--- config.mk ---
export PLATFORM = sky130hd
export DESIGN_NAME = nsum_dispatch
export DESIGN_NICKNAME = d
export VERILOG_FILES = /design/src/rtl/nsum_dispatch.sv
export SDC_FILE = /design/constraint.sdc
export NUM_CORES = 1
export LEC_CHECK = 0
export ABC_AREA = 1
export CAP_MARGIN = 25
export CORE_ASPECT_RATIO = 0.7
export CORE_MARGIN = 5
export CORE_UTILIZATION = 50
export DETAILED_ROUTE_END_ITERATION = 7
export PLACE_DENSITY_LB_ADDON = 0.08
export REMOVE_ABC_BUFFERS = 1
export SETUP_SLACK_MARGIN = 0.2
export SYNTH_ARGS = -nofsm -noshare
export SYNTH_HDL_FRONTEND = slang
export SYNTH_SLANG_ARGS = --single-unit
--- constraint.sdc ---
create_clock -name clk -period 2.7 [get_ports clk]
set_input_delay 0.27 -clock clk [delete_from_list [all_inputs] [get_ports clk]]
set_output_delay 0.27 -clock clk [all_outputs]
set_load 0.03 [all_outputs]
--- src/rtl/nsum_dispatch.sv ---
// nsum_dispatch: request FIFO and sequencer that feeds the NSum stage one job at a time
// and returns each sum, with overflow/timeout flags, on a valid/ready result port.
module nsum_dispatch #(
  parameter int DEPTH   = 4,
  parameter int TIMEOUT = 12
) (
  input  logic       clk,
  input  logic       rst,
  input  logic [2:0] in_n,
  input  logic       in_valid,
  output logic       in_ready,
  output logic [2:0] N,
  output logic       N_valid,
  input  logic [3:0] sum,
  input  logic       sum_valid,
  output logic [3:0] res_sum,
  output logic [2:0] res_n,
  output logic       res_ovf,
  output logic       res_err,
  output logic       res_valid,
  input  logic       res_ready
);
  localparam int AW = $clog2(DEPTH);
  localparam int CW = $clog2(TIMEOUT + 1);
  localparam logic [DEPTH:0] C_FULL = (DEPTH + 1)'(DEPTH);
  localparam logic [CW-1:0]  C_LAST = CW'(TIMEOUT - 1);

  typedef enum logic [1:0] {IDLE, ISSUE, WAIT, HOLD} state_t;
  state_t r_state, w_next;

  logic [2:0]    r_mem [DEPTH];
  logic [AW-1:0] r_wptr, r_rptr;
  logic [DEPTH:0] r_count;
  logic [2:0]    r_job;
  logic [2:0]    r_n;
  logic [CW-1:0] r_cnt;
  logic [3:0]    r_resSum;
  logic [2:0]    r_resN;
  logic          r_resOvf, r_resErr;
  logic [2:0]    w_head;
  logic          w_push, w_pop, w_empty, w_timeout;

  assign w_empty   = (r_count == '0);
  assign in_ready  = (r_count != C_FULL);
  assign w_push    = in_valid && in_ready;
  assign w_pop     = (r_state == IDLE) && !w_empty;
  assign w_head    = r_mem[r_rptr];
  assign w_timeout = (r_cnt == C_LAST);

  assign N         = r_n;
  assign N_valid   = (r_state == ISSUE);
  assign res_valid = (r_state == HOLD);
  assign res_sum   = r_resSum;
  assign res_n     = r_resN;
  assign res_ovf   = r_resOvf;
  assign res_err   = r_resErr;

  always_ff @(posedge clk or posedge rst) begin
    if (rst) begin
      r_wptr  <= '0;
      r_rptr  <= '0;
      r_count <= '0;
    end else begin
      if (w_push) r_wptr <= r_wptr + AW'(1);
      if (w_pop)  r_rptr <= r_rptr + AW'(1);
      if (w_push && !w_pop)
        r_count <= r_count + (DEPTH + 1)'(1);
      else if (!w_push && w_pop)
        r_count <= r_count - (DEPTH + 1)'(1);
    end
  end

  // Storage needs no reset: the pointers alone define which entries are live.
  always_ff @(posedge clk) begin
    if (w_push) r_mem[r_wptr] <= in_n;
  end

  always_ff @(posedge clk or posedge rst) begin
    if (rst) r_state <= IDLE;
    else     r_state <= w_next;
  end

  always_comb begin
    w_next = r_state;
    unique case (r_state)
      IDLE:    if (!w_empty) w_next = (w_head == 3'd0) ? HOLD : ISSUE;
      ISSUE:   w_next = WAIT;
      WAIT:    if (sum_valid || w_timeout) w_next = HOLD;
      HOLD:    if (res_ready) w_next = IDLE;
      default: w_next = IDLE;
    endcase
  end

  // N=0 completes locally because NSum never signals a result for it.
  always_ff @(posedge clk or posedge rst) begin
    if (rst) begin
      r_job    <= '0;
      r_n      <= '0;
      r_cnt    <= '0;
      r_resSum <= '0;
      r_resN   <= '0;
      r_resOvf <= 1'b0;
      r_resErr <= 1'b0;
    end else begin
      case (r_state)
        IDLE: begin
          if (!w_empty) begin
            r_job <= w_head;
            if (w_head == 3'd0) begin
              r_resSum <= '0;
              r_resN   <= '0;
              r_resOvf <= 1'b0;
              r_resErr <= 1'b0;
            end else begin
              r_n <= w_head;
            end
          end
        end
        ISSUE: r_cnt <= '0;
        WAIT: begin
          if (sum_valid) begin
            r_resSum <= sum;
            r_resN   <= r_job;
            r_resOvf <= (r_job >= 3'd6);
            r_resErr <= 1'b0;
          end else if (w_timeout) begin
            r_resSum <= '0;
            r_resN   <= r_job;
            r_resOvf <= 1'b0;
            r_resErr <= 1'b1;
          end else begin
            r_cnt <= r_cnt + CW'(1);
          end
        end
        default: ;
      endcase
    end
  end
endmodule

[Word-level counts from Yosys, hierarchy flattened]
Memories as Yosys holds them, arrays and structs flattened.
Index checks and enable logic that the tools add are counted.
Storage, ports and cells
  flip-flop bits (word level): 30
  bits in writable memories: 12
  input port bits: 12
  output and inout bits: 15
  logic and storage cells: 81
  memories: 1
Cells by class
  add/sub/neg operators: 5
  $lt $le $gt $ge: 1
  equal/unequal tests: 12
  mux-type cells: 30
  bitwise logic cells: 2
  reductions and logical operators: 19
Memory list
  r_mem: depth 4, bits a word 3, read ports 1, clocked after Yosys merged registers in 0, write ports 1, RTL line 31  | logic [2:0] r_mem [DEPTH];
Operators by type and width (number)
  $mux W4: 6
  $pmux W4 S2: 2
  $mux W3: 4
  $mux W5: 2
  $reduce_and A3 Y1: 3
  $mux W1: 8
  $mux W2: 4
  $ne A2 B2 Y1 const B: 4
  $pmux W2 S4: 1
  $pmux W3 S2: 1
  $reduce_bool A2 Y1: 3
  $add A5 B1 Y5 const B: 1
  $logic_not A5 Y1: 1
  $ne A5 B3 Y1 const B: 1
  $sub A5 B1 Y5 const B: 1
  $add A2 B1 Y2 const B: 2
  $add A4 B1 Y4 const B: 1
  $eq A2 B2 Y1 const B: 2
  $eq A4 B4 Y1 const B: 1
  $logic_and A1 B1 Y1: 4
  $ne A2 B1 Y1 const B: 2
  $pmux W1 S2: 2
  $reduce_and A4 Y1: 1
  $ge A3 B3 Y1 const B: 1
  other kinds (8): 11

[Depth between registers and ports, before layout]
Gate-level depths: netlist of the first run.
  depth after elaboration: 6
  depth in mapped cells: 15
  gate-level depth less buffers: 15

[Least setup slack after synthesis of the first run]
No wires, ideal clock.
  path type: register to register
  start point: register r_count[1]
  end point: register r_count[4]
  library setup time: 0.128 ns
  data arrival time: 2.319 ns
  required time: 2.572 ns
  slack: 0.253 ns
  cell stages (with the launch flop): 15
  buffers on the path: 0
  clock period less this slack: 2.447 ns
  cell sequence: dfrtp_1 > nor2_1 > nand4_1 > nand2_1 > inv_1 > ha_1 > fa_1 > inv_1 > nand2_1 > nand2_1 > nand2_1 > nand3b_1 > nand2_1 > nand2_1 > o21ai_0
Between the ends
  elaborated cells on any way between the ends: 14
  classes of those cells: add/sub: 2; eq/ne: 1; mux: 2; reduce/logical: 9
RTL lines
  from (decl): RTL line 33  | logic [DEPTH:0] r_count;
  from (signal assigned): RTL line 67  | r_count <= r_count + (DEPTH + 1)'(1);
  from (signal assigned): RTL line 69  | r_count <= r_count - (DEPTH + 1)'(1);
  $ne A5 B3 Y1 (*): RTL line 44  | assign in_ready = (r_count != C_FULL);
  named net in_ready: RTL line 11  | output logic in_ready,
  $logic_and A1 B1 Y1 (*): RTL line 45  | assign w_push = in_valid && in_ready;
  named net w_push: RTL line 41  | logic w_push, w_pop, w_empty, w_timeout;
  $logic_not A1 Y1: RTL line 68  | else if (!w_push && w_pop)
  $logic_and A1 B1 Y1: RTL line 68
  $reduce_bool A2 Y1 (no source line)
Mark *: on every way through the listed nets, which the timed path passes. The rest lies on a longest branch. The select of a mux whose other input is x is not followed.
A chain may end at the register's enable or synchronous reset.

[Final worst setup path of the first run]
  start point: register r_count[1]
  end point: register r_count[4]
Between the ends
  elaborated cells on any way between the ends: 14
  classes of those cells: add/sub: 2; eq/ne: 1; mux: 2; reduce/logical: 9
RTL lines (RTL line)
  $ne A5 B3 Y1 (*): 44
  $logic_and A1 B1 Y1 (*): 45
  named net w_push: 41
  $logic_not A1 Y1: 68
  $logic_and A1 B1 Y1: 68
  $reduce_bool A2 Y1 (no source line)
Marks and branches as above.

==> results of run 1 <==
==> through the flow <==
step                      setup WS [ns]  power, mW  area, um^2  hold slack, ns  utilization
after floorplan                  0.2534      2.340        2157          0.3608            -
after global placement           0.3048      2.834        2494          0.4570       0.5827
after detailed placement         0.3152      2.864        2494          0.4611       0.5827
after CTS                        0.2944      3.266        2579          0.1853       0.6026
after global routing             0.1999      3.556        2599          0.1743       0.6073
final                            0.3946      3.256        2599          0.1750       0.6073
==> layout make-up <==
cell class | instances | area (um^2)
clock buffers | 5 | 68.82
inverters | 38 | 147.6
multi-input cells | 164 | 903.4
well taps | 55 | 68.82
repair buffers | 29 | 282.8
fillers | 367 | 1680
flip-flops and latches | 42 | 1111
clock inverters | 3 | 16.27
==> flip-flops by register name, indices dropped and copies added, names as in the netlist <==
signal / count
r_job: 3
r_wptr: 2
r_count: 5
res_err: 1
N: 3
r_cnt: 4
res_ovf: 1
r_mem: 12
r_state: 2
res_sum: 4
res_n: 3
r_rptr: 2
==> cells by family after synthesis <==
kind of cell / count (synthesis) / synth area share
flip-flops: 42 / 0.5106
buffers and inverters: 40 / 0.07648
XOR/XNOR: 5 / 0.02013
AO/OA/AOI/OAI: 13 / 0.03278
AND/OR/NAND/NOR: 130 / 0.2645
adder cells (fa/ha/maj): 16 / 0.09546
==> worst min path at each step <==
stage and end:
6_report r_count[2], 5_1_grt r_count[4], 4_1_cts r_count[4], 3_5_place_dp res_sum[1]
3_3_place_gp res_sum[1], 2_1_floorplan N[0]
==> cell usage after synthesis <==
| master | n |
|---|---|
| sky130_fd_sc_hd__nor2_2 | 1 |
| sky130_fd_sc_hd__buf_4 | 1 |
| sky130_fd_sc_hd__nand2_1 | 73 |
| sky130_fd_sc_hd__a31oi_1 | 1 |
| sky130_fd_sc_hd__inv_1 | 36 |
| sky130_fd_sc_hd__o211ai_1 | 1 |
| sky130_fd_sc_hd__nor2_1 | 20 |
| sky130_fd_sc_hd__or2_2 | 1 |
| sky130_fd_sc_hd__o21ai_0 | 9 |
| sky130_fd_sc_hd__nand3_1 | 26 |
| sky130_fd_sc_hd__nand4_1 | 2 |
| sky130_fd_sc_hd__buf_6 | 1 |
| sky130_fd_sc_hd__ha_1 | 15 |
| sky130_fd_sc_hd__o31ai_1 | 1 |
| sky130_fd_sc_hd__nor4_1 | 1 |
| sky130_fd_sc_hd__nand3_2 | 1 |
| sky130_fd_sc_hd__o21ai_1 | 1 |
| sky130_fd_sc_hd__edfxtp_1 | 12 |
| sky130_fd_sc_hd__xnor2_1 | 1 |
| sky130_fd_sc_hd__nand2_4 | 2 |
| sky130_fd_sc_hd__dfrtp_1 | 30 |
| sky130_fd_sc_hd__inv_4 | 2 |
| sky130_fd_sc_hd__nor3_1 | 1 |
| sky130_fd_sc_hd__nor2_8 | 1 |
| sky130_fd_sc_hd__fa_1 | 1 |
| sky130_fd_sc_hd__nand3b_1 | 1 |
| sky130_fd_sc_hd__xor2_1 | 4 |
==> power by group <==
part / total (mW) / leakage, nW / internal (mW) / switching, mW
combinational: 1.77 / 0.758 / 0.657 / 1.12
sequential: 1.09 / 0.492 / 0.907 / 0.187
clock: 0.390 / 0.0416 / 0.177 / 0.213
total: 3.26 / 1.29 / 1.74 / 1.52
==> metal layers <==
layer  global-route usage  wire (um)  part of all wire
met1               0.2486       2341              0.55
met2               0.2194       1673              0.40
met3              0.05263        187             0.044
met4              0.03396         33            0.0078
met5                    0          0                 0
==> repair_timing <==
action / 4_1_cts / 5_1_grt
hold buffers: 0 / 0
endpoints found under the setup margin: 0 / 2
resized for setup: 0 / 2
setup buffers: 0 / 2
==> impl_metrics.sql, run 1 <==
INSERT INTO impl_metrics (metric_group, metric, value, unit) VALUES
('run', 'maxCapViolations', '0', ''),
('setup_path', 'critPathMaxStageDelay', '0.43', 'ns'),
('layout', 'layout.cells.most_common', 'sky130_fd_sc_hd__nand2_1', ''),
('clocking', 'clkSinkCount', '42', ''),
('synth', 'post-synth-top-area-fraction', '0.3450', ''),
('power_and_ir_drop', 'irDropWorstVdd', '0.5739', 'mV'),
('clocking', 'buffer_depth_of_the_longest_clock_path', '2', ''),
('synth', 'synth.yosys.seq_area_share', '0.5106', ''),
('setup_path', 'critical_path_depth', '14', ''),
('setup_path', 'crit_family', 'simple AND/OR/NAND/NOR gates', ''),
('die', 'die_height', '65.19', 'um'),
('setup_path', 'r2r_cells', '14', ''),
('setup_path', 'cp_cell_sequence', 'nor2_2 > nand4_1 > nand2_2 > inv_1 > ha_1 > fa_1 > inv_1 > nand2_1 > nand2_1 > nand2_1 > nand3b_1 > nand2_1 > nand2_1 > o21ai_0', ''),
('layout', 'num_antenna_cells', '0', ''),
('synth', 'yosysUniqueCellTypes', '27', ''),
('synth', 'synth_top_cells_by_area', 'sky130_fd_sc_hd__dfrtp_1 (35%), sky130_fd_sc_hd__edfxtp_1 (17%), sky130_fd_sc_hd__nand2_1 (13%), sky130_fd_sc_hd__ha_1 (8.6%), sky130_fd_sc_hd__inv_1 (6.2%)', ''),
('setup_path', 'worst_flop_to_flop_path_startpoint', 'r_count[1]', ''),
('layout', 'num-nets-final', '308', ''),
('route', 'drt_pre_antenna_iters', '4', ''),
('die', 'placement_rows', '20', ''),
('synth', 'avgSynthCellArea', '8.845', 'um^2'),
('timing', 'timing.max_slew.rel_slack', '0.7298', ''),
('clocking', 'worst_setup_hold_path_clk_slew', '0.08', 'ns'),
('placement', 'count_of_input_and_output_buffers', '26', ''),
('timing', 'timing_max_transition_violations_final', '0', ''),
('setup_path', 'setup.worst_path.start_class', 'flop', ''),
('global_routing', 'global_route.overflow_total', '0', ''),
('setup_path', 'worstSetupEndpoint', 'r_count[4]', ''),
('route', 'number_of_nets_with_antenna_violations_after_routing', '0', ''),
('layout', 'final_cells', '336', ''),
('setup_path', 'cp.required', '2.88', 'ns'),
('placement', 'detailedPlacementHpwl', '3235', 'um'),
('die', 'initial_utilization', '0.5085', ''),
('synth', 'yosys_warnings', '0', ''),
('setup_path', 'r2r-end', 'r_count[4]', ''),
('layout', 'fraction_of_final_layout_cells_with_drive_strength_greater_than_1', '0.07117', ''),
('timing', 'clock-skew-final', '0.004908', 'ns'),
('setup_path', 'critical_path.startpoint', 'r_count[1]', ''),
('route', 'detail_route.iter0.violations', '81', ''),
('route', 'routed_via_density', '4.759', ''),
('clocking', 'clock_insertion_delay_worst_skew', '0.29', 'ns'),
('timing', 'setup-tns-final', '0', 'ns'),
('route', 'num_vias', '1599', ''),
('die', 'top_level_ports', '27', ''),
('layout', 'layout.cells.most_common_list', 'sky130_fd_sc_hd__nand2_1 (72), sky130_fd_sc_hd__inv_1 (36), sky130_fd_sc_hd__dfrtp_1 (30)', ''),
('synth', 'postSynthCellCount', '246', ''),
('timing', 'timing.final.setup_violations', '0', ''),
('timing', 'grt_setup_unrepaired', 'no', ''),
('route', 'drc_errors', '0', ''),
('status', 'outcome', 'finished, final reports clean', ''),
('route', 'routed_wirelength', '4234', 'um'),
('power_and_ir_drop', 'pwr_density_cell', '1253', 'mW/mm^2'),
('setup_path', 'rrSetupSlack', '0.39', 'ns'),
('synth', 'synth_seq_cells', '42', ''),
('die', 'area_of_the_die', '0.005792', 'mm^2'),
('timing', 'clock.fmax', '0.4338', 'GHz'),
('route', 'wl_per_cell', '12.60', 'um'),
('placement', 'routabilityCongestion', '0.8266', ''),
('clocking', 'clock_buffers_created_by_tritoncts', '5', ''),
('global_routing', 'antenna_found_initial', '0', ''),
('die', 'dieWidth', '88.85', 'um'),
('clocking', 'tritoncts', 'done', ''),
('setup_path', 'critical_path_peak_fanout', '5', ''),
('clocking', 'clock-root-buffer', 'sky130_fd_sc_hd__clkbuf_8', ''),
('synth', 'synth.largest_area_cell', 'sky130_fd_sc_hd__dfrtp_1', ''),
('synth', 'synth.cell_area', '0.002176', 'mm^2'),
('setup_path', 'worstSetupEndpointType', 'flop', ''),
('setup_path', 'dominant_cell_type_by_count_on_the_critical_path', 'sky130_fd_sc_hd__nand2_1', ''),
('timing', 'fin_crit', '2.305', 'ns'),
('placement', 'dp_cell_count', '326', ''),
('global_routing', 'global_route.usage.total', '0.1617', '');
No activity file was read; power rests on OpenSTA's default activity.
==> run 2: changes to the inputs <==
--- a/config.mk
+++ b/config.mk
@@ -7,5 +7,3 @@
 export LEC_CHECK = 0
-export ABC_AREA = 1
 export CAP_MARGIN = 25
-export CORE_ASPECT_RATIO = 0.7
 export CORE_MARGIN = 5
--- a/constraint.sdc
+++ b/constraint.sdc
@@ -3,2 +3,2 @@
 set_output_delay 0.27 -clock clk [all_outputs]
-set_load 0.03 [all_outputs]
+set_load 0.005 [all_outputs]
==> impl_metrics.sql, run 2 <==
INSERT INTO impl_metrics (metric_group, metric, value, unit) VALUES
('power_and_ir_drop', 'irDropWorstVdd', '0.6450', 'mV'),
('power_and_ir_drop', 'pwr_density_cell', '1232', 'mW/mm^2'),
('timing', 'fin_crit', '2.750', 'ns'),
('clocking', 'tritoncts', 'done', ''),
('clocking', 'clock-root-buffer', 'sky130_fd_sc_hd__clkbuf_8', ''),
('layout', 'layout.cells.most_common_list', 'sky130_fd_sc_hd__dfrtp_1 (30), sky130_fd_sc_hd__clkdlybuf4s50_1 (26), sky130_fd_sc_hd__nand2_1 (22)', ''),
('timing', 'final-hold-violation-count', '0', ''),
('setup_path', 'timing_worst_setup_path_type', 'reg -> reg', ''),
('route', 'wl_met1', '1649', 'um'),
('layout', 'utilization', '0.6697', ''),
('route', 'detail_route.iter0.violations', '57', ''),
('synth', 'synth_top_cells_by_area', 'sky130_fd_sc_hd__dfrtp_1 (37%), sky130_fd_sc_hd__edfxtp_1 (18%), sky130_fd_sc_hd__ha_1 (9.2%), sky130_fd_sc_hd__nand2_1 (4.0%), sky130_fd_sc_hd__mux4_2 (3.3%)', ''),
('layout', 'largest_register_ff_count', '12', ''),
('global_routing', 'grt_pass1_wl', '6630', 'um'),
('timing', 'clock-skew-final', '0.006413', 'ns'),
('layout', 'design_area', '0.002679', 'mm^2'),
('route', 'top_signal_layer_used', 'met4', ''),
('clocking', 'worst_setup_hold_path_clk_slew', '0.08', 'ns'),
('clocking', 'buffer_depth_of_the_longest_clock_path', '2', ''),
('route', 'wl_per_cell', '14.57', 'um'),
('setup_path', 'cp.required', '2.92', 'ns'),
('timing', 'setup_ws', '-0.04973', 'ns'),
('route', 'routed_via_density', '5.260', ''),
('clocking', 'clkSinkCount', '42', ''),
('route', 'drt_pre_antenna_iters', '4', ''),
('global_routing', 'number_of_global_route_vias_before_repair', '1473', ''),
('timing', 'finalCritPeriodShare', '1.018', ''),
('synth', 'postSynthCellCount', '167', ''),
('synth', 'most_used_standard_cell_by_instance_count_after_synthesis', 'sky130_fd_sc_hd__dfrtp_1', ''),
('global_routing', 'grt_start_max_net_pins', '31', ''),
('global_routing', 'global_route.overflow_total', '0', ''),
('route', 'routed_wirelength', '3861', 'um'),
('run', 'maxCapViolations', '0', ''),
('setup_path', 'arrival', '2.97', 'ns'),
('timing', 'clock.fmax', '0.3637', 'GHz'),
('setup_path', 'rrSetupSlack', '-0.05', 'ns'),
('global_routing', 'antenna_found_initial', '0', ''),
('timing', 'timing.final.setup_violations', '1', ''),
('synth', 'postSynth.asyncResetShare', '0.7143', ''),
('die', 'top_level_ports', '27', ''),
('die', 'design.core.area', '0.004000', 'mm^2'),
('timing', 'timing_max_transition_violations_final', '0', ''),
('route', 'detailroute.wirelength.met3', '211', 'um'),
('synth', 'synth.cell_area', '0.002051', 'mm^2'),
('layout', 'top_register', 'r_mem', ''),
('synth', 'synth.largest_area_cell', 'sky130_fd_sc_hd__dfrtp_1', ''),
('setup_path', 'r2r_cells', '12', ''),
('timing', 'worst_pin_slew', '0.5711', 'ns'),
('layout', 'nFillCells', '298', ''),
('layout', 'area_growth', '30.63', '%'),
('synth', 'synth.yosys.seq_area_share', '0.5418', ''),
('route', 'route.met2.wl', '1934', 'um'),
('setup_path', 'r2r-end', 'r_count[4]', ''),
('die', 'placement_rows', '23', ''),
('synth', 'yosysUniqueCellTypes', '41', ''),
('setup_path', 'worst_flop_to_flop_path_startpoint', 'r_count[1]', ''),
('placement', 'routabilityCongestion', '0.9453', ''),
('layout', 'fraction_of_final_layout_cells_with_drive_strength_greater_than_1', '0.2372', ''),
('timing', 'setup-tns-final', '-0.04973', 'ns'),
('synth', 'synth_seq_cells', '42', ''),
('clocking', 'clock_buffers_created_by_tritoncts', '5', ''),
('status', 'violations', 'setup timing', ''),
('timing', 'grt_setup_unrepaired', 'yes', ''),
('synth', 'avgSynthCellArea', '12.28', 'um^2'),
('synth', 'yosys_warnings', '0', ''),
('layout', 'num-nets-final', '242', ''),
('layout', 'top_regs', 'r_mem (12), r_count (5)', ''),
('die', 'die_height', '74.04', 'um'),
('layout', 'combined_area_of_the_multi_input_logic_cells', '933.4', 'um^2'),
('clocking', 'holdBufCountCts', '0', ''),
('route', 'number_of_nets_with_antenna_violations_after_routing', '0', ''),
('route', 'num_vias', '1394', ''),
('status', 'outcome', 'finished with violations', ''),
('clocking', 'clock_insertion_delay_worst_skew', '0.29', 'ns'),
('global_routing', 'global_route.usage.total', '0.1595', ''),
('die', 'area_of_the_die', '0.005482', 'mm^2'),
('setup_path', 'critical_path_peak_fanout', '2', ''),
('placement', 'detailedPlacementHpwl', '2868', 'um'),
('setup_path', 'worstSetupEndpointType', 'flop', ''),
('route', 'drc_errors', '0', ''),
('layout', 'num_antenna_cells', '0', ''),
('layout', 'regArea', '0.001111', 'mm^2'),
('timing', 'timing.max_slew.rel_slack', '0.6163', ''),
('synth', 'synth_edf_count', '12', ''),
('timing', 'worst_hold_slack', '0.3447', 'ns'),
('worst_hold_path', 'min_path_type', 'in -> async', ''),
('power_and_ir_drop', 'leakage_power', '1.180', 'nW'),
('die', 'dieWidth', '74.04', 'um'),
('synth', 'synth.cells.most_frequent', 'sky130_fd_sc_hd__dfrtp_1 (30), sky130_fd_sc_hd__nand2_1 (22), sky130_fd_sc_hd__ha_1 (15)', ''),
('layout', 'layout.cells.most_common', 'sky130_fd_sc_hd__dfrtp_1', ''),
('setup_path', 'setup.worst_path.start_class', 'flop', ''),
('synth', 'post-synth-top-area-fraction', '0.3661', ''),
('placement', 'placedInstanceArea', '0.002424', 'mm^2'),
('die', 'initial_utilization', '0.5127', ''),
('clocking', 'number_of_h_tree_levels', '2', ''),
('placement', 'count_of_input_and_output_buffers', '26', ''),
('synth', 'yosys_most_used_dff', 'sky130_fd_sc_hd__dfrtp_1', '');
-- run 2: repair_timing --
item / in CTS / in global routing
gates resized for setup: 11 / 7
pin swaps: 7 / 7
setup buffers: 3 / 1
endpoints found under the setup margin: 2 / 3
-- run 2: how the worst max path moves through the flow --
stage,start,to,slack [ns]
after global routing,r_count[1],r_count[4],-0.13
after CTS,r_count[0],r_count[4],-0.11
after floorplan,r_count[3],r_count[4],-0.27
after detailed placement,r_count[1],r_count[4],-0.20
final,r_count[1],r_count[4],-0.05
after global placement,r_count[1],r_count[4],-0.07
-- run 2: through the flow --
stage / power (mW) / worst slack [ns] / std cells
2_1_floorplan: 1.951 / -0.2664 / 164
3_3_place_gp: 2.431 / -0.06684 / 253
3_5_place_dp: 2.523 / -0.1962 / 253
4_1_cts: 3.239 / -0.1126 / 264
5_1_grt: 3.571 / -0.1252 / 265
6_report: 3.299 / -0.04973 / 265
-- run 2: logic make-up (layout without fill, tap and decap cells) --
kind of cell    Yosys count  in the layout  share of synthesized area
buf+inv                  13             61                    0.04148
flops                    42             42                     0.5418
mux                       7              7                    0.05308
simple gates             54             54                     0.1342
compound gates           27             27                    0.09396
fa+ha+maj                16             16                     0.1013
xor+xnor                  8              8                    0.03417
-- run 2: final cells by class --
class	count	area share
clock buffers	5	0.02569
clock inverters	3	0.02569
inverters	10	0.01588
multi-input cells	112	0.3484
flip-flops and latches	42	0.4148
well taps	50	0.02335
repair buffers	43	0.1462
-- run 2: critical path: stages (launching register included) --
cell,delay [ns]
sky130_fd_sc_hd__dfrtp_1,0.38
sky130_fd_sc_hd__or4_4,0.55
sky130_fd_sc_hd__nor2_4,0.10
sky130_fd_sc_hd__and2b_2,0.25
sky130_fd_sc_hd__clkinv_4,0.06
sky130_fd_sc_hd__ha_4,0.13
sky130_fd_sc_hd__inv_2,0.06
sky130_fd_sc_hd__ha_4,0.21
sky130_fd_sc_hd__nor2b_1,0.13
sky130_fd_sc_hd__o21a_1,0.17
sky130_fd_sc_hd__or3_1,0.33
sky130_fd_sc_hd__a21oi_2,0.17
sky130_fd_sc_hd__xor2_1,0.15
-- run 2: report_power, final --
group	leakage [nW]	internal [mW]	switching (mW)	total (mW)
sequential	0.488	0.893	0.165	1.06
combinational	0.623	0.883	0.771	1.65
clock	0.0683	0.370	0.217	0.587
total	1.18	2.15	1.15	3.30
-- run 2: per-layer routing --
| metal | vias to the layer above | GRT usage |
|---|---|---|
| met1 | 674 | 0.1882 |
| met2 | 36 | 0.2687 |
| met5 | - | 0 |
| met3 | 8 | 0.05405 |
| met4 | 0 | 0.06237 |
| li1 | 676 | - |
==> run 3: changes to the inputs <==
- ABC_AREA: default -> 1
==> impl_metrics.sql, run 3 (synthesis gave the netlist of run 1 again) <==
INSERT INTO impl_metrics (metric_group, metric, value, unit) VALUES
('status', 'outcome', 'finished, final reports clean', ''),
('layout', 'utilization', '0.6075', ''),
('global_routing', 'number_of_global_route_vias_before_repair', '1556', ''),
('global_routing', 'global_route.usage.total', '0.1421', ''),
('global_routing', 'grt_busiest_layer', 'met2', ''),
('global_routing', 'antenna_found_initial', '0', ''),
('timing', 'timing.max_slew.rel_slack', '0.7363', ''),
('clocking', 'number_of_h_tree_levels', '2', ''),
('setup_path', 'highest_delay_cell_along_the_critical_path', 'sky130_fd_sc_hd__dfrtp_1', ''),
('layout', 'area_growth', '19.90', '%'),
('power_and_ir_drop', 'pwr_density_cell', '1188', 'mW/mm^2'),
('timing', 'timing.final.setup_violations', '0', ''),
('die', 'area_of_the_die', '0.005771', 'mm^2'),
('timing', 'timing_max_transition_violations_final', '0', ''),
('global_routing', 'use_met1', '0.1724', ''),
('layout', 'num_antenna_cells', '0', ''),
('layout', 'top_register', 'r_mem', ''),
('clocking', 'clock-root-buffer', 'sky130_fd_sc_hd__clkbuf_8', ''),
('global_routing', 'grt_start_max_net_pins', '31', ''),
('route', 'routed_via_density', '4.804', ''),
('route', 'wl_per_cell', '11.43', 'um'),
('global_routing', 'grt_pass1_wl', '6748', 'um'),
('setup_path', 'cp_cell_sequence', 'nor2_1 > nand4_1 > nand2_2 > inv_1 > ha_1 > fa_1 > inv_1 > nand2_1 > nand2_1 > nand2_1 > nand3b_1 > nand2_1 > nand2_1 > o21ai_0', ''),
('setup_path', 'timing_worst_setup_path_type', 'reg -> reg', ''),
('timing', 'clock-skew-final', '0.009625', 'ns'),
('layout', 'layout.cells.most_common_list', 'sky130_fd_sc_hd__nand2_1 (72), sky130_fd_sc_hd__inv_1 (36), sky130_fd_sc_hd__dfrtp_1 (30)', ''),
('layout', 'fraction_of_final_layout_cells_with_drive_strength_greater_than_1', '0.06786', ''),
('power_and_ir_drop', 'irDropWorstVdd', '0.5497', 'mV'),
('timing', 'setup-tns-final', '0', 'ns'),
('die', 'initial_utilization', '0.5067', ''),
('timing', 'grt_setup_unrepaired', 'no', ''),
('power_and_ir_drop', 'fin_total_pwr', '3.098', 'mW'),
('power_and_ir_drop', 'leakage_power', '1.303', 'nW'),
('clocking', 'cts_repair_resize_count', '0', ''),
('clocking', 'post-cts-setup-buffer-count', '0', ''),
('setup_path', 'critical_path_peak_fanout', '6', ''),
('timing', 'finalCritPeriodShare', '0.8320', ''),
('layout', 'layout.cells.most_common', 'sky130_fd_sc_hd__nand2_1', ''),
('timing', 'worst_hold_slack', '0.3446', 'ns'),
('route', 'detail_route.iter0.violations', '60', ''),
('timing', 'fin_crit', '2.246', 'ns'),
('run', 'maxCapViolations', '0', ''),
('timing', 'clock.fmax', '0.4452', 'GHz'),
('die', 'dieWidth', '75.97', 'um'),
('worst_hold_path', 'min_path_type', 'in -> async', ''),
('die', 'placement_rows', '24', ''),
('route', 'drt_pre_antenna_iters', '6', ''),
('layout', 'largest_register_ff_count', '12', ''),
('timing', 'final-hold-violation-count', '0', ''),
('global_routing', 'groute.layer.met2.usage', '0.2380', ''),
('timing', 'worst_pin_slew', '0.3956', 'ns'),
('timing', 'setup_ws', '0.4537', 'ns'),
('clocking', 'clkSinkCount', '42', ''),
('setup_path', 'worstSetupEndpointType', 'flop', ''),
('clocking', 'clock_insertion_delay_worst_skew', '0.30', 'ns'),
('setup_path', 'cp.required', '2.87', 'ns'),
('placement', 'detailedPlacementHpwl', '2882', 'um'),
('global_routing', 'global_route.overflow_total', '0', ''),
('clocking', 'buffer_depth_of_the_longest_clock_path', '2', ''),
('setup_path', 'timing.critical_path.buf_inv', '2', ''),
('placement', 'count_of_input_and_output_buffers', '26', ''),
('clocking', 'clock_buffers_created_by_tritoncts', '5', ''),
('layout', 'num-nets-final', '307', ''),
('clocking', 'worst_setup_hold_path_clk_slew', '0.08', 'ns'),
('placement', 'pre_cts_slack', '0.3829', 'ns'),
('setup_path', 'dominant_cell_type_by_count_on_the_critical_path', 'sky130_fd_sc_hd__nand2_1', ''),
('placement', 'routabilityCongestion', '0.7480', ''),
('clocking', 'tritoncts', 'done', ''),
('route', 'drc_errors', '0', ''),
('route', 'routed_wirelength', '3796', 'um'),
('route', 'num_vias', '1595', ''),
('clocking', 'holdBufCountCts', '0', ''),
('setup_path', 'critPathMaxStageDelay', '0.42', 'ns'),
('setup_path', 'arrival', '2.42', 'ns'),
('die', 'design.core.area', '0.004294', 'mm^2'),
('setup_path', 'setup.worst_path.start_class', 'flop', ''),
('die', 'top_level_ports', '27', ''),
('setup_path', 'crit_family', 'simple AND/OR/NAND/NOR gates', ''),
('die', 'die_height', '75.97', 'um'),
('global_routing', 'global_route.usage.met3', '0.05095', ''),
('route', 'number_of_nets_with_antenna_violations_after_routing', '0', ''),
('layout', 'top_regs', 'r_mem (12), r_count (5)', '');
run 3: area by class of cell:
| class | instances | area [um^2] |
|---|---|---|
| fill | 377 | 1685 |
| sequential | 42 | 1111 |
| multi-input combinational | 164 | 900.9 |
| timing repair buffer | 28 | 275.3 |
| inverter | 38 | 147.6 |
| clock buffer | 5 | 68.82 |
| tap | 52 | 65.06 |
| clock inverter | 3 | 40.04 |
run 3: power breakdown:
| part | switching, mW | internal [mW] | total [mW] |
|---|---|---|---|
| combinational | 0.893 | 0.654 | 1.55 |
| clock | 0.209 | 0.272 | 0.481 |
| sequential | 0.164 | 0.906 | 1.07 |
| total | 1.27 | 1.83 | 3.10 |
run 3: worst register-to-register path, cell delays in order, from the launching register on:
cell,delay [ns]
sky130_fd_sc_hd__dfrtp_1,0.42
sky130_fd_sc_hd__nor2_1,0.18
sky130_fd_sc_hd__nand4_1,0.16
sky130_fd_sc_hd__nand2_2,0.15
sky130_fd_sc_hd__inv_1,0.09
sky130_fd_sc_hd__ha_1,0.25
sky130_fd_sc_hd__fa_1,0.41
sky130_fd_sc_hd__inv_1,0.07
sky130_fd_sc_hd__nand2_1,0.04
sky130_fd_sc_hd__nand2_1,0.05
sky130_fd_sc_hd__nand2_1,0.06
sky130_fd_sc_hd__nand3b_1,0.08
sky130_fd_sc_hd__nand2_1,0.05
sky130_fd_sc_hd__nand2_1,0.04
sky130_fd_sc_hd__o21ai_0,0.07
run 3: through the flow:
stage / area (um^2) / std cells
CTS: 2606 / 332
global route: 2609 / 332
finish: 2609 / 332
floorplan: 2157 / 244
global placement: 2497 / 324
detailed placement: 2497 / 324
run 3: worst paths after layout:
check	from	to	slack, ns	cells after the start
worst max-delay path	r_count[0]	r_count[4]	0.45	14
worst min-delay path	rst	res_n[1]	0.34	3
worst max register to register	r_count[0]	r_count[4]	0.45	14
worst min register to register	res_n[2]	res_n[2]	0.47	2
max in group asynchronous	rst	N[0]	2.07	3
min in group clk	res_n[2]	res_n[2]	0.47	2
run 3: routing by layer:
layer / wire length [um] / up-vias
li1: - / 843
met3: 195 / 5
met1: 1659 / 722
met4: 43 / 0
met5: 0 / -
met2: 1898 / 25
